### src/rtl/vc_fifo_multi.sv
// vc_fifo_multi: NUM_VC independent circular FIFOs behind a shared write port and a shared read port.
// Ports:
//   clk, reset (sync, active-low), init (sync, active-low soft init, same effect as reset)
//   wr_enable/wr_vc/data_in    : write request into channel wr_vc
//   rd_enable/rd_vc            : read request from channel rd_vc
//   umbral                     : per-channel threshold, ADDR_WIDTH bits per channel
//   full/empty/almost_full/almost_empty : per-channel occupancy flags, combinational from cnt
//   error                      : sticky per-channel overflow/underflow
//   sel_error                  : sticky out-of-range channel request
//   data_out/valid_out/vc_out  : registered read data, strobe and source channel
module vc_fifo_multi #(
  parameter int DATA_WIDTH   = 6,
  parameter int ADDR_WIDTH   = 4,
  parameter int NUM_VC       = 2,
  parameter int VC_SEL_WIDTH = 1
) (
  input  logic                         clk,
  input  logic                         reset,
  input  logic                         init,
  input  logic                         wr_enable,
  input  logic [VC_SEL_WIDTH-1:0]      wr_vc,
  input  logic [DATA_WIDTH-1:0]        data_in,
  input  logic                         rd_enable,
  input  logic [VC_SEL_WIDTH-1:0]      rd_vc,
  input  logic [NUM_VC*ADDR_WIDTH-1:0] umbral,
  output logic [NUM_VC-1:0]            full,
  output logic [NUM_VC-1:0]            empty,
  output logic [NUM_VC-1:0]            almost_full,
  output logic [NUM_VC-1:0]            almost_empty,
  output logic [NUM_VC-1:0]            error,
  output logic                         sel_error,
  output logic [DATA_WIDTH-1:0]        data_out,
  output logic                         valid_out,
  output logic [VC_SEL_WIDTH-1:0]      vc_out
);
  localparam logic [ADDR_WIDTH:0]   DEPTH = (ADDR_WIDTH+1)'(2**ADDR_WIDTH);
  localparam logic [VC_SEL_WIDTH:0] NVC   = (VC_SEL_WIDTH+1)'(NUM_VC);
  logic [DATA_WIDTH-1:0]   mem_q    [NUM_VC][2**ADDR_WIDTH];
  logic [ADDR_WIDTH-1:0]   wr_ptr_q [NUM_VC];
  logic [ADDR_WIDTH-1:0]   wr_ptr_d [NUM_VC];
  logic [ADDR_WIDTH-1:0]   rd_ptr_q [NUM_VC];
  logic [ADDR_WIDTH-1:0]   rd_ptr_d [NUM_VC];
  logic [ADDR_WIDTH:0]     cnt_q    [NUM_VC];
  logic [ADDR_WIDTH:0]     cnt_d    [NUM_VC];
  logic [NUM_VC-1:0]       error_q, error_d;
  logic                    sel_error_q, sel_error_d;
  logic [DATA_WIDTH-1:0]   data_out_q, data_out_d;
  logic                    valid_out_q, valid_out_d;
  logic [VC_SEL_WIDTH-1:0] vc_out_q, vc_out_d;
  logic [NUM_VC-1:0]       wr_sel, rd_sel, wr_ok, rd_ok;
  logic [ADDR_WIDTH-1:0]   thr;
  logic                    clr;
  assign clr = !reset || !init;
  // umbral==0 needs no special case: cnt>=DEPTH implies full, cnt<=0 implies empty
  always_comb begin
    thr = '0;
    for (int k = 0; k < NUM_VC; k++) begin
      thr             = umbral[k*ADDR_WIDTH +: ADDR_WIDTH];
      full[k]         = cnt_q[k] == DEPTH;
      empty[k]        = cnt_q[k] == '0;
      almost_full[k]  = !full[k] && cnt_q[k] >= DEPTH - {1'b0, thr};
      almost_empty[k] = !empty[k] && cnt_q[k] <= {1'b0, thr};
    end
  end
  // Per-channel decode keeps out-of-range selects from ever indexing the arrays
  always_comb begin
    wr_ptr_d    = wr_ptr_q;
    rd_ptr_d    = rd_ptr_q;
    cnt_d       = cnt_q;
    error_d     = error_q;
    data_out_d  = '0;
    wr_sel      = '0;
    rd_sel      = '0;
    wr_ok       = '0;
    rd_ok       = '0;
    for (int k = 0; k < NUM_VC; k++) begin
      wr_sel[k]   = wr_enable && wr_vc == VC_SEL_WIDTH'(k);
      rd_sel[k]   = rd_enable && rd_vc == VC_SEL_WIDTH'(k);
      rd_ok[k]    = rd_sel[k] && !empty[k];
      // a same-channel read frees a slot, so a full channel can still take the write
      wr_ok[k]    = wr_sel[k] && (!full[k] || rd_ok[k]);
      wr_ptr_d[k] = wr_ok[k] ? wr_ptr_q[k] + 1'b1 : wr_ptr_q[k];
      rd_ptr_d[k] = rd_ok[k] ? rd_ptr_q[k] + 1'b1 : rd_ptr_q[k];
      cnt_d[k]    = cnt_q[k] + (ADDR_WIDTH+1)'(wr_ok[k]) - (ADDR_WIDTH+1)'(rd_ok[k]);
      error_d[k]  = error_q[k] || (wr_sel[k] && !wr_ok[k]) || (rd_sel[k] && !rd_ok[k]);
      data_out_d  = rd_ok[k] ? mem_q[k][rd_ptr_q[k]] : data_out_d;
    end
    sel_error_d = sel_error_q || (wr_enable && {1'b0, wr_vc} >= NVC) || (rd_enable && {1'b0, rd_vc} >= NVC);
    valid_out_d = |rd_ok;
    vc_out_d    = valid_out_d ? rd_vc : vc_out_q;
  end
  always_ff @(posedge clk) begin
    for (int k = 0; k < NUM_VC; k++)
      if (wr_ok[k] && !clr) mem_q[k][wr_ptr_q[k]] <= data_in;
  end
  always_ff @(posedge clk) begin
    if (clr) begin
      wr_ptr_q    <= '{default: '0};
      rd_ptr_q    <= '{default: '0};
      cnt_q       <= '{default: '0};
      error_q     <= '0;
      sel_error_q <= 1'b0;
      data_out_q  <= '0;
      valid_out_q <= 1'b0;
      vc_out_q    <= '0;
    end else begin
      wr_ptr_q    <= wr_ptr_d;
      rd_ptr_q    <= rd_ptr_d;
      cnt_q       <= cnt_d;
      error_q     <= error_d;
      sel_error_q <= sel_error_d;
      data_out_q  <= data_out_d;
      valid_out_q <= valid_out_d;
      vc_out_q    <= vc_out_d;
    end
  end
  assign error     = error_q;
  assign sel_error = sel_error_q;
  assign data_out  = data_out_q;
  assign valid_out = valid_out_q;
  assign vc_out    = vc_out_q;
endmodule

### config.mk
export PLATFORM = sky130hd
export DESIGN_NAME = vc_fifo_multi
export DESIGN_NICKNAME = d
export VERILOG_FILES = /design/src/rtl/vc_fifo_multi.sv
export SDC_FILE = /design/constraint.sdc
export NUM_CORES = 1
export LEC_CHECK = 0
export ABC_AREA = 1
export ABC_CLOCK_PERIOD_IN_PS = 5100
export CAP_MARGIN = 20
export CORE_ASPECT_RATIO = 1.5
export CORE_MARGIN = 2
export CORE_UTILIZATION = 35
export CTS_CLUSTER_DIAMETER = 30
export DETAILED_ROUTE_END_ITERATION = 8
export PLACE_DENSITY_LB_ADDON = 0.25
export SYNTH_ARGS = -nofsm -noshare
export SYNTH_HDL_FRONTEND = slang
export SYNTH_SLANG_ARGS = --single-unit
### constraint.sdc
create_clock -name clk -period 5.1 [get_ports clk]
set_input_delay 1.02 -clock clk [delete_from_list [all_inputs] [get_ports clk]]
set_output_delay 1.02 -clock clk [all_outputs]
set_load 0.05 [all_outputs]
Yosys cells after proc, flatten, opt, wreduce, memory -nomap -nowiden
Memory sizes are Yosys's and may differ from the RTL's.
Cells that the tools add are included.
Storage, ports and cells
  register bits after elaboration: 36
  bits in writable memories: 192
  output and inout port bits: 19
  memories: 1
Cells by class
  add/subtract/negate cells: 10
  magnitude comparators: 10
  eq/ne operators: 2
  multiplexer cells: 19
  bitwise operators: 6
  reductions and logical operators: 42
Memories
  mem_q: depth 2, bits a word 96, rd ports 2, clocked after memory_dff 0, write ports 1, line 38  | logic [DATA_WIDTH-1:0] mem_q [NUM_VC][2**ADDR_WIDTH];
Operators with widths (count)
  $mux W96: 4
  $reduce_or A96 Y1: 1
  $bmux W6 S4: 2
  $demux W6 S4: 2
  $mux W6: 8
  $ge A5 B5 Y1 const B: 4
  $logic_and A1 B1 Y1: 20
  $not A4 Y5: 4
  $add A4 B1 Y4 const B: 4
  $logic_not A1 Y1: 11
  $add A5 B1 Y5: 2
  $eq A5 B5 Y1 const B: 2
  $ge A5 B5 Y1: 2
  $le A5 B4 Y1: 2
  $logic_not A5 Y1: 2
  $lt A5 B1 Y1 const B: 2
  $sub A5 B1 Y5: 2
  $sub A5 B4 Y5 const A: 2
  $logic_or A1 B1 Y1: 7
  $mux W1: 3
  $not A1 Y1: 2
  $reduce_or A2 Y1: 1

Longest topological paths before layout
  word-level depth: 10
  mapped depth: 15
  depth with buffers taken out: 15

Least setup slack after synthesis
Ideal clock, no wire load.
  path kind: input-to-output
  start: input port umbral[3]
  end: output port almost_empty[0]
  arrival time: 2.760 ns
  setup slack: 1.320 ns
  cell stages on the path: 5
  cells stage by stage: inv_1 > ha_1 > a21oi_1 > o21ai_0 > a211oi_1
On the way
  longest elaborated chain between the ends: 2
Ends and longest elaborated chain
  from (decl): line 25  | input logic [NUM_VC*ADDR_WIDTH-1:0] umbral,
  $le A5 B4 Y1: line 62  | almost_empty[k] = !empty[k] && cnt_q[k] <= {1'b0, thr};
  $logic_and A1 B1 Y1: line 62
  to (decl): line 29  | output logic [NUM_VC-1:0] almost_empty,
No other way between the ends.

Final worst setup path
  start: input port umbral[4]
  end: output port almost_full[1]
On the way
  longest elaborated chain between the ends: 3
Ends and longest elaborated chain
  $sub A5 B4 Y5: line 61  | almost_full[k] = !full[k] && cnt_q[k] >= DEPTH - {1'b0, thr};
  $ge A5 B5 Y1: line 61
  $logic_and A1 B1 Y1: line 61
  to (decl): line 28  | output logic [NUM_VC-1:0] almost_full,
No other way between the ends.

==> results by group <==
Power
  • Power share of the clock group: between 40% and 50%
  • Sw frac: 24.0%
  • Sequential share of power: a little over two fifths
  • Max VDD drop: ~0.18 mV
  • Psw: around 1.1 mW
  • Internal power: 3.57 mW
  • Pleak: between 5 and 6 nW
  • Power Dens Cells: 377 mW/mm^2
  • Comb power frac: 7.4%

Critical path
  • CP Capture Type: primary output
  • CP required: 4.08 ns
  • CP max stage cell: clkdlybuf4s50_1
  • Crit Path Max Fanout: 3
  • Critical-path cell list: clkdlybuf4s50_1 > inv_1 > ha_1 > xor2_1 > ha_1 > a21oi_1 > o221ai_1 > a21oi_1 > nor2_1 > clkdlybuf4s50_1
  • Worst Setup Start Kind: input pin
  • Worst Path Arrival: between 3 and 4 ns
  • CP max stage delay: approximately 0.80 ns
  • Setup CP Type: input pin to primary output

STA
  • Final TNS setup: 0 ns
  • Clock skew: roughly 0.031 ns
  • Worst Tran Pin Value: just over 1 ns
  • Pins Over Slew Limit: 0
  • Minimum clock period: 4.52 ns
  • Period utilisation layout: between 80% and 90%
  • Final Hold Viols: 0
  • # setup viols final: 0
  • RSZ-0062 raised after global routing: false
  • Slew headroom: 30.3%
  • FMAX: ~220 MHz

Hold path
  • Hold WC Path Type: flop to flop

Clocking
  • Worst-skew pair later-pin latency: ~0.52 ns
  • Post_cts resized: 0
  • CTS buffer count: 35
  • Root Buffer: clkbuf_16
  • CTS Hold Bufs: 0
  • Clock tree buffer depth: 3
  • Setup Buffers After CTS: 0
  • Clk pin slew, worst setup/hold paths: roughly 0.060 ns
  • CTS tree: done
  • CTS Sinks: 228
  • CTS HTree Levels: 2

Yosys
  • Most used DFF post-synth: edfxtp_1
  • Post-synth EDFFs: approximately 190
  • Ys Warns: 0
  • #FFs+latches synth: between 200 and 250
  • Register area share after synthesis: between 60 and 70%
  • Post-Syn Instances: 1100
  • Asr flop ratio synth: 0%
  • Netlist Area Pre-Place: 0.0106 mm^2
  • Post-synthesis net count: around 1200
  • Synth cell types: 36
  • Syn_area_per_cell: 9.62 um^2

Detailed routing
  • Routed length per instance: about 16 um
  • Via-to-Cell Ratio: 4.68
  • Routed wire length: between 20000 and 25000 um
  • DRT antenna net count: 0
  • Via count: 7356
  • DR pass1 iterations: 5
  • Drt first-iter violations: 370
  • Drc violations: 0

Global route
  • Global route overflow: 0
  • Largest net degree at the start of global routing: 56
  • Initial antenna violation count: 0
  • Vias in the first global route: 7289
  • First-pass GRT wire length: ~39000 um
  • Tot GR Track Use: 15.7%

Final layout
  • Final Util: 41.6%
  • Ant diodes: 0
  • Final nets: approximately 1200
  • Most frequent cells in the layout: nand2_1, edfxtp_1, inv_1
  • Synthesis-to-layout area growth: 17.8%
  • Finished Layout Cells: around 1600
  • Leading cell type in the layout, fill and taps excluded: nand2_1
  • Layout cells sized above 1: approximately 7.3%

Floorplan
  • Row count: about 80
  • Core area: about 0.030 mm^2
  • Ports: 40
  • Die Ht: roughly 220 um
  • Die footprint: about 0.032 mm^2
  • Chip width: 146 um
  • Starting density of the core: 35.3%

Run status
  • Status: finished, final reports clean

Place
  • GP Congestion: between 0.8 and 0.9
  • Number of I/O port buffers: 38
  • Detailed Place HPWL: approximately 16000 um
  • Placed Cells: between 1500 and 2000

Job
  • Max cap viols: 0
-- kinds of logic (layout without fill, tap and decap cells) --
family                   after synthesis  count (layout)  share of synthesized area, %
AO/OA/AOI/OAI                         77              77                          3.97
XOR/XNOR                               9               9                         0.745
adder cells (fa/ha/maj)               40              40                          4.87
buffers and inverters                193             264                          7.50
flip-flops                           228             228                          61.3
other                                  1               1                        0.0354
AND/OR/NAND/NOR                      552             552                          21.6
-- worst max-delay path: cells and delay by family --
family	cells	cell delay (ns)
AOI/OAI and AO/OA	3	0.35
and+or+nand+nor	1	0.09
xor gates and xnor gates	1	0.15
adders and majority gates	2	0.54
buffers and inverters	3	1.35
-- synth_stat cells, types with 2 or more instances --
master      n  area, um^2
clkbuf_1    9        33.8
o211ai_1    6        45.0
fa_1        2        40.0
o221ai_1    2        17.5
nand4_1     6        37.5
ha_1       38         475
nand2_2     2        12.5
nor3_1      6        30.0
inv_2       5        18.8
buf_6       3        33.8
nor2_1     70         263
dfxtp_1    36         721
xor2_1      8        70.1
edfxtp_1  192        5770
a21oi_1    44         220
nand3_1   115         576
nand2_1   344        1290
buf_2      21         105
inv_1     148         556
buf_4       5        37.5
o21ai_0    19        95.1
a211oi_1    2        15.0
or2_2       4        25.0
-- worst paths after layout --
check / end / slack, ns / cells past startpoint / start
hold reg to reg: vc_out / 0.47 / 2 / vc_out
hold / removal: vc_out / 0.47 / 2 / vc_out
setup reg to reg: cnt_q[4] / 2.18 / 15 / cnt_q[3]
setup / recovery: almost_full[1] / 0.58 / 10 / umbral[4]
-- cell type report --
class | count | area [um^2]
tap | 400 | 500
clock buffer | 38 | 918
fill | 2876 | 17500
timing repair buffer | 47 | 445
clock inverter | 26 | 235
multi-input combinational | 679 | 3300
sequential | 228 | 6490
inverter | 153 | 574
-- layer usage --
layer / GRT usage, % / wire (um) / vias up
met5: 0 / 0 / -
met4: 7.68 / 1080 / 0
met3: 2.64 / 766 / 71
met2: 30.1 / 13500 / 128
met1: 16.5 / 9500 / 3461
li1: - / - / 3696
-- per-stage QoR --
stage	hold WS, ns	setup WS [ns]	area (um^2)	power [mW]
6_report	0.466	0.583	12500	4.70
5_1_grt	0.507	0.421	12500	4.85
4_1_cts	0.466	0.573	12400	4.74
3_5_place_dp	0.458	0.573	11300	2.43
3_3_place_gp	0.450	0.649	11300	2.43
2_1_floorplan	0.471	1.32	10600	2.30
-- sequential cells by signal, indices dropped and copies added, names as in the netlist --
name       flops
error          2
rd_ptr_q       8
mem_q        192
valid_out      1
wr_ptr_q       8
data_out       6
vc_out         1
cnt_q         10
-- power by group through the flow --
stage          combinational [mW]  clock [mW]  sequential (mW)
3_3_place_gp                0.343           0             2.08
2_1_floorplan               0.218           0             2.09
3_5_place_dp                0.348           0             2.08
4_1_cts                     0.349        2.35             2.05
5_1_grt                     0.386        2.42             2.05
6_report                    0.347        2.31             2.04
Power figures use the tool's default switching activity.
